==> src/rtl/membus_uart_tx.sv <==
// Memory-mapped 8N1 UART transmitter on the core membus.
// Byte writes feed a TX FIFO; STATUS and DIV registers are readable.
module membus_uart_tx #(
  parameter int unsigned FIFO_DEPTH  = 16,
  parameter int unsigned DEFAULT_DIV = 868
) (
  input  logic        clk,
  input  logic        rst,
  input  logic        mem_valid,
  output logic        mem_ready,
  input  logic [31:0] mem_addr,
  input  logic        mem_wen,
  input  logic [63:0] mem_wdata,
  input  logic [7:0]  mem_wmask,
  output logic        mem_rvalid,
  output logic [63:0] mem_rdata,
  output logic        uart_tx,
  output logic        tx_busy
);

  localparam int unsigned PTR_W = $clog2(FIFO_DEPTH);
  localparam int unsigned CNT_W = PTR_W + 1;
  localparam int unsigned DIV_W = 16;
  localparam logic [1:0]  SEL_TXDATA = 2'd0;
  localparam logic [1:0]  SEL_STATUS = 2'd1;
  localparam logic [1:0]  SEL_DIV    = 2'd2;

  typedef enum logic [1:0] {S_IDLE, S_START, S_DATA, S_STOP} state_t;

  logic [7:0]       r_mem [FIFO_DEPTH];
  logic [PTR_W-1:0] r_wr_ptr, r_rd_ptr;
  logic [CNT_W-1:0] r_count, w_count_n;
  logic [DIV_W-1:0] r_div, w_eff_div;
  state_t           r_state, w_state_n;
  logic [DIV_W-1:0] r_cnt, w_cnt_n, r_ediv, w_ediv_n;
  logic [2:0]       r_bit, w_bit_n;
  logic [7:0]       r_shift, w_shift_n;
  logic             r_tx, w_tx_n, r_busy, w_busy_n;
  logic             r_rvalid;
  logic [63:0]      r_rdata, w_rdata;
  logic [1:0]       w_sel;
  logic             w_push_req, w_full, w_empty, w_accept, w_push, w_pop, w_last;
  logic             w_unused_ok;

  assign w_sel      = mem_addr[4:3];
  assign w_full     = (r_count == CNT_W'(FIFO_DEPTH));
  assign w_empty    = (r_count == '0);
  assign w_push_req = mem_valid && mem_wen && (w_sel == SEL_TXDATA) && mem_wmask[0];
  assign mem_ready  = !(w_push_req && w_full);
  assign w_accept   = mem_valid && mem_ready;
  assign w_push     = w_accept && w_push_req;
  assign w_eff_div  = (r_div == '0) ? DIV_W'(1) : r_div;
  assign w_last     = (r_cnt == '0);
  assign w_count_n  = r_count + CNT_W'(w_push) - CNT_W'(w_pop);
  assign w_unused_ok = ^{mem_addr[31:5], mem_addr[2:0], mem_wdata[63:16], mem_wmask[7:2]};

  assign mem_rvalid = r_rvalid;
  assign mem_rdata  = r_rdata;
  assign uart_tx    = r_tx;
  assign tx_busy    = r_busy;

  // Read data mux; writes respond with zero data
  always_comb begin
    w_rdata = '0;
    if (!mem_wen) begin
      case (w_sel)
        SEL_STATUS: begin
          w_rdata[0]           = w_full;
          w_rdata[1]           = w_empty;
          w_rdata[2]           = r_busy;
          w_rdata[8 +: CNT_W]  = r_count;
        end
        SEL_DIV: w_rdata[DIV_W-1:0] = r_div;
        default: w_rdata = '0;
      endcase
    end
  end

  always_ff @(posedge clk or posedge rst) begin
    if (rst) begin
      r_rvalid <= 1'b0;
      r_rdata  <= '0;
      r_div    <= DIV_W'(DEFAULT_DIV);
    end else begin
      r_rvalid <= w_accept;
      r_rdata  <= w_accept ? w_rdata : '0;
      if (w_accept && mem_wen && (w_sel == SEL_DIV)) begin
        if (mem_wmask[0]) r_div[7:0]  <= mem_wdata[7:0];
        if (mem_wmask[1]) r_div[15:8] <= mem_wdata[15:8];
      end
    end
  end

  // FIFO storage needs no reset; pointers and count define validity
  always_ff @(posedge clk) begin
    if (w_push) r_mem[r_wr_ptr] <= mem_wdata[7:0];
  end

  always_ff @(posedge clk or posedge rst) begin
    if (rst) begin
      r_wr_ptr <= '0;
      r_rd_ptr <= '0;
      r_count  <= '0;
    end else begin
      if (w_push) r_wr_ptr <= r_wr_ptr + PTR_W'(1);
      if (w_pop)  r_rd_ptr <= r_rd_ptr + PTR_W'(1);
      r_count <= w_count_n;
    end
  end

  always_ff @(posedge clk or posedge rst) begin
    if (rst) begin
      r_state <= S_IDLE;
      r_cnt   <= '0;
      r_ediv  <= DIV_W'(1);
      r_bit   <= '0;
      r_shift <= '0;
      r_tx    <= 1'b1;
      r_busy  <= 1'b0;
    end else begin
      r_state <= w_state_n;
      r_cnt   <= w_cnt_n;
      r_ediv  <= w_ediv_n;
      r_bit   <= w_bit_n;
      r_shift <= w_shift_n;
      r_tx    <= w_tx_n;
      r_busy  <= w_busy_n;
    end
  end

  // Transmit FSM; uart_tx is computed for the next state so it lands registered
  always_comb begin
    w_state_n = r_state;
    w_cnt_n   = r_cnt;
    w_ediv_n  = r_ediv;
    w_bit_n   = r_bit;
    w_shift_n = r_shift;
    w_tx_n    = r_tx;
    w_pop     = 1'b0;
    case (r_state)
      S_IDLE: begin
        w_tx_n = 1'b1;
        if (!w_empty) begin
          w_pop     = 1'b1;
          w_shift_n = r_mem[r_rd_ptr];
          w_ediv_n  = w_eff_div;
          w_cnt_n   = w_eff_div - DIV_W'(1);
          w_state_n = S_START;
          w_tx_n    = 1'b0;
        end
      end
      S_START: begin
        if (w_last) begin
          w_state_n = S_DATA;
          w_cnt_n   = r_ediv - DIV_W'(1);
          w_bit_n   = '0;
          w_tx_n    = r_shift[0];
        end else begin
          w_cnt_n = r_cnt - DIV_W'(1);
        end
      end
      S_DATA: begin
        if (w_last) begin
          w_cnt_n = r_ediv - DIV_W'(1);
          if (r_bit == 3'd7) begin
            w_state_n = S_STOP;
            w_tx_n    = 1'b1;
          end else begin
            w_bit_n   = r_bit + 3'd1;
            w_shift_n = {1'b0, r_shift[7:1]};
            w_tx_n    = r_shift[1];
          end
        end else begin
          w_cnt_n = r_cnt - DIV_W'(1);
        end
      end
      S_STOP: begin
        if (w_last) begin
          if (!w_empty) begin
            w_pop     = 1'b1;
            w_shift_n = r_mem[r_rd_ptr];
            w_ediv_n  = w_eff_div;
            w_cnt_n   = w_eff_div - DIV_W'(1);
            w_state_n = S_START;
            w_tx_n    = 1'b0;
          end else begin
            w_state_n = S_IDLE;
            w_tx_n    = 1'b1;
          end
        end else begin
          w_cnt_n = r_cnt - DIV_W'(1);
        end
      end
      default: begin
        w_state_n = S_IDLE;
        w_tx_n    = 1'b1;
      end
    endcase
    w_busy_n = (w_state_n != S_IDLE) || (w_count_n != '0);
  end

endmodule
==> config.mk <==
export PLATFORM = sky130hd
export DESIGN_NAME = membus_uart_tx
export DESIGN_NICKNAME = d
export VERILOG_FILES = /design/src/rtl/membus_uart_tx.sv
export SDC_FILE = /design/constraint.sdc
export NUM_CORES = 1
export LEC_CHECK = 0
export ABC_AREA = 1
export ABC_CLOCK_PERIOD_IN_PS = 5400
export BUFFER_PORTS_ARGS = -buffer_cell sky130_fd_sc_hd__clkbuf_2
export CORE_ASPECT_RATIO = 1.25
export CORE_MARGIN = 5
export CORE_UTILIZATION = 49
export CTS_CLUSTER_DIAMETER = 40
export CTS_CLUSTER_SIZE = 40
export DETAILED_ROUTE_END_ITERATION = 16
export PLACE_DENSITY = 0.73
export SYNTH_ARGS = -nofsm -noshare
export SYNTH_HDL_FRONTEND = slang
export SYNTH_SLANG_ARGS = --single-unit
==> constraint.sdc <==
create_clock -name clk -period 5.4 [get_ports clk]
set_input_delay 1.08 -clock clk [delete_from_list [all_inputs] [get_ports clk]]
set_output_delay 1.08 -clock clk [all_outputs]
set_load 0.01 [all_outputs]
==> PnR_summary.wiki, run 1 <==
{| class="wikitable"
! Metric !! Value
|-
| Synth area leaders || sky130_fd_sc_hd__edfxtp_1 35%, sky130_fd_sc_hd__dfrtp_1 20%, sky130_fd_sc_hd__nand2_1 8.1%
|-
| Asr flop ratio synth || 42.08%
|-
| Die height || 177.8 µm
|-
| Site row count || 61
|-
| Setup violation total in the final timing report || 0
|-
| GRT Residual Overflow || 0
|-
| Post-layout minimum cycle time || 3.526 ns
|-
| Status || finished clean
|-
| Clock Path Buffers || 3
|-
| Leading cell type in the layout, fill and taps excluded || sky130_fd_sc_hd__nand2_1
|-
| Total global-route track usage || 20.79%
|-
| Setup TNS || 0 ns
|-
| Detailed-routing iteration count for the pre-antenna-repair pass || 5
|-
| Startpoint-to-endpoint class of the critical path || flip-flop to flip-flop
|-
| Net total in the final layout || 1342
|-
| First-pass GRT wire length || 42010 µm
|-
| Final max-slew violation count || 0
|-
| Worst skew pair latency || 0.53 ns
|-
| TritonCTS clock tree || yes
|-
| Number of enable-type register cells in the synthesized netlist || 128
|-
| Cell taking the most area after synthesis || sky130_fd_sc_hd__edfxtp_1
|-
| Warnings, synthesis || 0
|-
| Die ar. || 25640 µm²
|-
| Sequential area share after synthesis || 56.00%
|-
| Worst hold path class || flip-flop to flip-flop
|-
| Synth Instances || 1171
|-
| Clock Skews || 0.02508 ns
|-
| Most used flip-flop cell after synthesis || sky130_fd_sc_hd__edfxtp_1
|-
| Vias || 8165
|-
| Post-synthesis cell type count || 43
|-
| Layout cells sized above 1 || 11.80%
|-
| Placed wire-length estimate after detailed placement || 18110 µm
|-
| Count of hold-fix buffers inserted at cts || 0
|-
| Actual slew at the worst max-slew pin || 1.098 ns
|-
| Die width || 144.2 µm
|-
| Data required, critical path || 5.81 ns
|-
| Post-synth top area share || 34.83%
|-
| Initial antenna violation count || 0
|-
| Tcrit/Tclk final || 65.29%
|-
| Placeable core area || 22210 µm²
|-
| Worst supply voltage drop on vdd || 0.2619 mV
|-
| Vias per cell || 5.400
|-
| Post-placement cell count || 1464
|-
| Utilization after layout || 54.80%
|-
| Post-Synthesis Cell Area || 11030 µm²
|-
| Sum of routed wire length over all layers || 25950 µm
|-
| Pin count of the biggest net entering global routing || 59
|-
| Crit start category || flip-flop
|-
| Pwr/cell area || 357.5 nW/µm²
|-
| Level count of the clock H-tree || 1
|-
| Num Clock Sinks || 221
|-
| Gp weighted congestion || 0.9075
|-
| Total count of hold-check failures in the final report || 0
|-
| Sequential standard cell area || 6181 µm²
|-
| Buffer cell driving the clock tree root || sky130_fd_sc_hd__clkbuf_16
|-
| Number of design-rule violations left by the first detailed-router iteration || 654
|-
| Slew HR || 26.27%
|-
| Post-CTS Setup Bufs || 0
|-
| Max Clk Rate || 283.6 MHz
|-
| Clock edge transition at the registers on the reported setup and hold paths || 0.06 ns
|-
| Unrepaired setup endpoints after global routing || false
|-
| Number of I/O port buffers || 43
|-
| Number of register bits inferred by synthesis || 221
|-
| R2r setup slk || 1.87 ns
|-
| Diode count || 0
|-
| Post-synthesis area per instance || 9.423 µm²
|-
| Worst EP arrival || 3.93 ns
|-
| Resized Gates After CTS || 0
|-
| Setup crit end kind || flip-flop
|-
| Leakage power summed over all cells || 0.005126 µW
|-
| Max-cap violations || 0
|-
| Top fanout value on the critical path || 15
|-
| Remaining number of nets flagged by the antenna check after routing || 0
|-
| Pre-CTS WS || 1.852 ns
|-
| Number of fillers in the final layout || 1932
|-
| Number of buffers created by CTS || 26
|-
| I/O pin cnt || 176
|-
| Initial cell density of the core || 49.68%
|-
| Post-route insts no fill || 1512
|-
| Area used by multi-input combinational logic || 4096 µm²
|-
| Via count of the first global-routing pass || 7983
|-
| Commonest non-fill, non-tap cells in the layout || 237 x sky130_fd_sc_hd__nand2_1, 138 x sky130_fd_sc_hd__nor2_1, 128 x sky130_fd_sc_hd__edfxtp_1
|-
| WL/cell || 17.16 µm
|-
| Layout overhead on the synthesized area || 10.30%
|-
| Number of remaining DRC errors || 0
|-
| Final worst setup slack || 1.874 ns
|}
==> stage by stage <==
step                      instance area [µm²]  hold WS [ns]  total power, µW
after floorplan                         11210        0.4492             2449
after global placement                  11290        0.4640             2595
after detailed placement                11290        0.4704             2612
after CTS                               12170        0.4867             4371
after global routing                    12170        0.5002             4554
final                                   12170        0.4848             4351
==> area by class of cell <==
| type | instances | area share (%) |
|---|---|---|
| Inverter | 104 | 3.300 |
| Sequential cell | 221 | 50.79 |
| Clock inverter | 18 | 1.624 |
| Clock buffer | 30 | 5.644 |
| Timing Repair Buffer | 48 | 2.077 |
| Multi-Input combinational cell | 808 | 33.66 |
| Tap cell | 283 | 2.909 |
==> cells in the mapped netlist (22+ instances only) <==
library cell	instances
sky130_fd_sc_hd__buf_4	50
sky130_fd_sc_hd__a21oi_1	57
sky130_fd_sc_hd__clkbuf_1	22
sky130_fd_sc_hd__nand3_1	75
sky130_fd_sc_hd__dfrtp_1	86
sky130_fd_sc_hd__nand2_1	237
sky130_fd_sc_hd__nor2_1	138
sky130_fd_sc_hd__ha_1	24
sky130_fd_sc_hd__xor2_1	24
sky130_fd_sc_hd__inv_1	98
sky130_fd_sc_hd__o21ai_0	83
sky130_fd_sc_hd__edfxtp_1	128
==> worst max-delay path: stages, from the launching register on <==
cell and delay [ns]:
sky130_fd_sc_hd__dfrtp_1 0.40, sky130_fd_sc_hd__inv_1 0.08, sky130_fd_sc_hd__ha_1 0.31, sky130_fd_sc_hd__inv_1 0.47
sky130_fd_sc_hd__nand2_4 0.23, sky130_fd_sc_hd__nand2_4 0.14, sky130_fd_sc_hd__clkinv_2 0.14, sky130_fd_sc_hd__ha_1 0.30
sky130_fd_sc_hd__inv_1 0.05, sky130_fd_sc_hd__ha_1 0.15, sky130_fd_sc_hd__inv_1 0.05, sky130_fd_sc_hd__fa_1 0.40
sky130_fd_sc_hd__o21ai_0 0.25, sky130_fd_sc_hd__xnor2_1 0.18, sky130_fd_sc_hd__nand2_1 0.09, sky130_fd_sc_hd__nor2_1 0.10
sky130_fd_sc_hd__nand2_1 0.06
==> power by group <==
part | internal, µW | switching, µW | total [µW]
logic | 185 | 377 | 561
registers | 1900 | 126 | 2020
clock network | 1030 | 731 | 1770
total | 3120 | 1230 | 4350
==> routing by layer <==
metal | GRT usage [%] | vias to the layer above | routed length (µm)
met1 | 26.25 | 3885 | 10300
met3 | 2.642 | 54 | 1544
met4 | 7.465 | 0 | 876
met5 | 0 | - | 0
li1 | - | 3921 | -
met2 | 36.55 | 305 | 13230
==> state kept, by name (all words and copies together), names as in the netlist, 2 cells and up <==
name,flops
r_shift,8
r_cnt,16
r_mem,128
mem_rdata,16
r_wr_ptr,4
r_count,5
r_div,16
r_rd_ptr,4
r_bit,3
r_ediv,16
r_state,2
==> worst paths after layout <==
check,end,from,cells after the start
min,uart_tx,uart_tx,2
min reg2reg,uart_tx,uart_tx,2
min in group asynchronous,mem_rdata[9],rst,2
max,tx_busy,r_state[0],16
max in group asynchronous,r_rd_ptr[0],rst,3
max reg2reg,tx_busy,r_state[0],16
==> logic make-up after synthesis <==
| family | after synthesis | share of synthesized area, % |
|---|---|---|
| AOI/OAI and AO/OA | 195 | 9.956 |
| xor gates and xnor gates | 29 | 2.302 |
| adders and majority gates | 25 | 2.903 |
| buffers and inverters | 189 | 8.470 |
| DFF | 221 | 56.00 |
| other | 1 | 0.03398 |
| and+or+nand+nor | 511 | 20.33 |
Power figures use the tool's default switching activity.
==> inputs of run 2 (changes only) <==
--- a/config.mk
+++ b/config.mk
@@ -6,7 +6,7 @@
 export NUM_CORES = 1
 export LEC_CHECK = 0
 export ABC_AREA = 1
-export ABC_CLOCK_PERIOD_IN_PS = 5400
+export ABC_CLOCK_PERIOD_IN_PS = 3500
 export BUFFER_PORTS_ARGS = -buffer_cell sky130_fd_sc_hd__clkbuf_2
 export CORE_ASPECT_RATIO = 1.25
 export CORE_MARGIN = 5
==> constraint.sdc (replaced) <==
create_clock -name clk -period 3.5 [get_ports clk]
set_input_delay 0.7 -clock clk [delete_from_list [all_inputs] [get_ports clk]]
set_output_delay 0.7 -clock clk [all_outputs]
set_load 0.01 [all_outputs]
==> run 2 against run 1 <==
Net effect: core utilization grew 0.64 points; design area grew 1.2%; register-to-register slack lost 1.6 ns; fmax grew 11%; via count grew 0.59%; worst setup slack lost 1.6 ns; routed wire length grew 3.0%; combinational power grew 61%; critical path type unchanged.
==> PnR_summary.wiki, run 2 (synthesis results as in run 1) <==
{| class="wikitable"
! Metric !! Value
|-
| Net total in the final layout || 1355 (was 1342)
|-
| Clock edge transition at the registers on the reported setup and hold paths || 0.07 ns (was 0.06 ns)
|-
| Actual slew at the worst max-slew pin || 0.7890 ns (was 1.098 ns)
|-
| Setup violation total in the final timing report || 0 (unchanged)
|-
| Total global-route track usage || 21.05% (was 20.79%)
|-
| WL/cell || 17.53 µm (was 17.16 µm)
|-
| Status || finished clean (unchanged)
|-
| Post-CTS Setup Bufs || 0 (unchanged)
|-
| TritonCTS clock tree || yes (unchanged)
|-
| Worst EP arrival || 3.59 ns (was 3.93 ns)
|-
| Leakage power summed over all cells || 0.005213 µW (was 0.005126 µW)
|-
| Max-cap violations || 0 (unchanged)
|-
| Crit start category || flip-flop (unchanged)
|-
| Worst supply voltage drop on vdd || 0.4172 mV (was 0.2619 mV)
|-
| Vias || 8213 (was 8165)
|-
| Tcrit/Tclk final || 90.96% (was 65.29%)
|-
| Num Clock Sinks || 221 (unchanged)
|-
| Number of I/O port buffers || 43 (unchanged)
|-
| Post-placement cell count || 1477 (was 1464)
|-
| Worst hold path class || primary input to asynchronous set/reset pin (was flip-flop to flip-flop)
|-
| Number of fillers in the final layout || 1894 (was 1932)
|-
| Pwr/cell area || 556.4 nW/µm² (was 357.5 nW/µm²)
|-
| Commonest non-fill, non-tap cells in the layout || 237 x sky130_fd_sc_hd__nand2_1, 138 x sky130_fd_sc_hd__nor2_1, 128 x sky130_fd_sc_hd__edfxtp_1 (unchanged)
|-
| Startpoint-to-endpoint class of the critical path || flip-flop to flip-flop (unchanged)
|-
| Setup TNS || 0 ns (unchanged)
|-
| Register containing the most flip-flops in the final layout || r_mem (unchanged)
|-
| Remaining number of nets flagged by the antenna check after routing || 0 (unchanged)
|-
| Largest register FFs || 128 (unchanged)
|-
| Pin count of the biggest net entering global routing || 74 (was 59)
|-
| Post-route insts no fill || 1525 (was 1512)
|-
| Layout overhead on the synthesized area || 11.59% (was 10.30%)
|-
| Clock Skews || 0.01895 ns (was 0.02508 ns)
|-
| Initial cell density of the core || 49.68% (unchanged)
|-
| Sum of routed wire length over all layers || 26740 µm (was 25950 µm)
|-
| Via count of the first global-routing pass || 7992 (was 7983)
|-
| Number of design-rule violations left by the first detailed-router iteration || 587 (was 654)
|-
| Final max-slew violation count || 0 (unchanged)
|-
| Vias per cell || 5.386 (was 5.400)
|-
| Placeable core area || 22210 µm² (unchanged)
|-
| Detailed-routing iteration count for the pre-antenna-repair pass || 5 (unchanged)
|-
| Gp weighted congestion || 0.9267 (was 0.9075)
|-
| Site row count || 61 (unchanged)
|-
| Sequential standard cell area || 6181 µm² (unchanged)
|-
| Initial antenna violation count || 0 (unchanged)
|-
| Top fanout value on the critical path || 5 (was 15)
|-
| Number of remaining DRC errors || 0 (unchanged)
|-
| PnR Total Power || 6851 µW (was 4351 µW)
|-
| GRT Residual Overflow || 0 (unchanged)
|-
| Unrepaired setup endpoints after global routing || false (unchanged)
|-
| Buffer cell driving the clock tree root || sky130_fd_sc_hd__clkbuf_16 (unchanged)
|-
| I/O pin cnt || 176 (unchanged)
|-
| Slew HR || 47.21% (was 26.27%)
|-
| Layout cells sized above 1 || 12.96% (was 11.80%)
|-
| Diode count || 0 (unchanged)
|-
| Level count of the clock H-tree || 1 (unchanged)
|-
| Number of buffers created by CTS || 26 (unchanged)
|-
| Die width || 144.2 µm (unchanged)
|-
| Leading cell type in the layout, fill and taps excluded || sky130_fd_sc_hd__nand2_1 (unchanged)
|-
| Die ar. || 25640 µm² (unchanged)
|-
| Data required, critical path || 3.91 ns (was 5.81 ns)
|-
| First-pass GRT wire length || 42280 µm (was 42010 µm)
|-
| Post-layout minimum cycle time || 3.184 ns (was 3.526 ns)
|-
| Placed wire-length estimate after detailed placement || 18620 µm (was 18110 µm)
|-
| Max Clk Rate || 314.1 MHz (was 283.6 MHz)
|-
| Die height || 177.8 µm (unchanged)
|-
| Area used by multi-input combinational logic || 4096 µm² (unchanged)
|-
| Worst skew pair latency || 0.53 ns (about the same)
|-
| Setup crit end kind || flip-flop (unchanged)
|-
| Clock Path Buffers || 3 (unchanged)
|-
| Total count of hold-check failures in the final report || 0 (unchanged)
|}
run 2: area by class of cell:
class	instances	area share [%]
flip-flops and latches	221	50.20
multi-input cells	808	33.27
clock buffers	28	5.518
inverters	104	3.262
repair buffers	61	2.947
well taps	283	2.876
clock inverters	20	1.931
run 2: critical path, stage by stage, from the launching register on:
cell and delay, ns:
sky130_fd_sc_hd__dfrtp_1 0.38, sky130_fd_sc_hd__inv_1 0.13, sky130_fd_sc_hd__ha_1 0.25, sky130_fd_sc_hd__nand3_1 0.09, sky130_fd_sc_hd__nor2_1 0.11, sky130_fd_sc_hd__nand2_1 0.09
sky130_fd_sc_hd__nor2_4 0.11, sky130_fd_sc_hd__nand2_2 0.08, sky130_fd_sc_hd__nand2_4 0.09, sky130_fd_sc_hd__nand2_4 0.06, sky130_fd_sc_hd__clkinv_2 0.11, sky130_fd_sc_hd__ha_1 0.24
sky130_fd_sc_hd__inv_1 0.06, sky130_fd_sc_hd__ha_1 0.16, sky130_fd_sc_hd__inv_1 0.06, sky130_fd_sc_hd__fa_1 0.39, sky130_fd_sc_hd__xnor2_1 0.17, sky130_fd_sc_hd__nor4_1 0.26
sky130_fd_sc_hd__nand2_1 0.09, sky130_fd_sc_hd__nor2_1 0.09, sky130_fd_sc_hd__nand2_1 0.05
run 2: final timing paths:
| kind | start | endpoint | slack, ns | cells after the start |
|---|---|---|---|---|
| setup / recovery | r_cnt[0] | tx_busy | 0.32 | 20 |
| hold / removal | rst | mem_rdata[1] | 0.26 | 2 |
| setup reg to reg | r_cnt[0] | tx_busy | 0.32 | 20 |
| hold reg to reg | r_shift[5] | r_shift[5] | 0.48 | 2 |
| max in group asynchronous | rst | r_ediv[0] | 2.48 | 3 |
| min in group clk | mem_wdata[8] | r_div[8] | 0.40 | 3 |
run 2: layer usage:
metal | track usage [%] | wire [µm]
met3 | 2.561 | 1521
met5 | 0 | 0
met2 | 36.82 | 13380
met1 | 25.94 | 10550
met4 | 9.448 | 1289
run 2: metrics by stage:
stage	hold WS [ns]	area (µm²)	util, %	setup WS (ns)
2_1_floorplan	0.4492	11210	-	0.3913
3_3_place_gp	0.4641	11400	51.31	0.3234
3_5_place_dp	0.4655	11400	51.31	0.3008
4_1_cts	0.2838	12310	55.44	0.2872
5_1_grt	0.3136	12310	55.44	0.005452
6_report	0.2554	12310	55.44	0.3164
run 2: power by group:
part           switching, µW  internal, µW  leakage, µW
clock network           1200          1630     0.000439
logic                    610           292      0.00257
registers                195          2930      0.00220
run 2: repair_timing:
action                     CTS  global route
hold buffers                 0             0
setup endpoints to repair    0             1
resized for setup            0             1
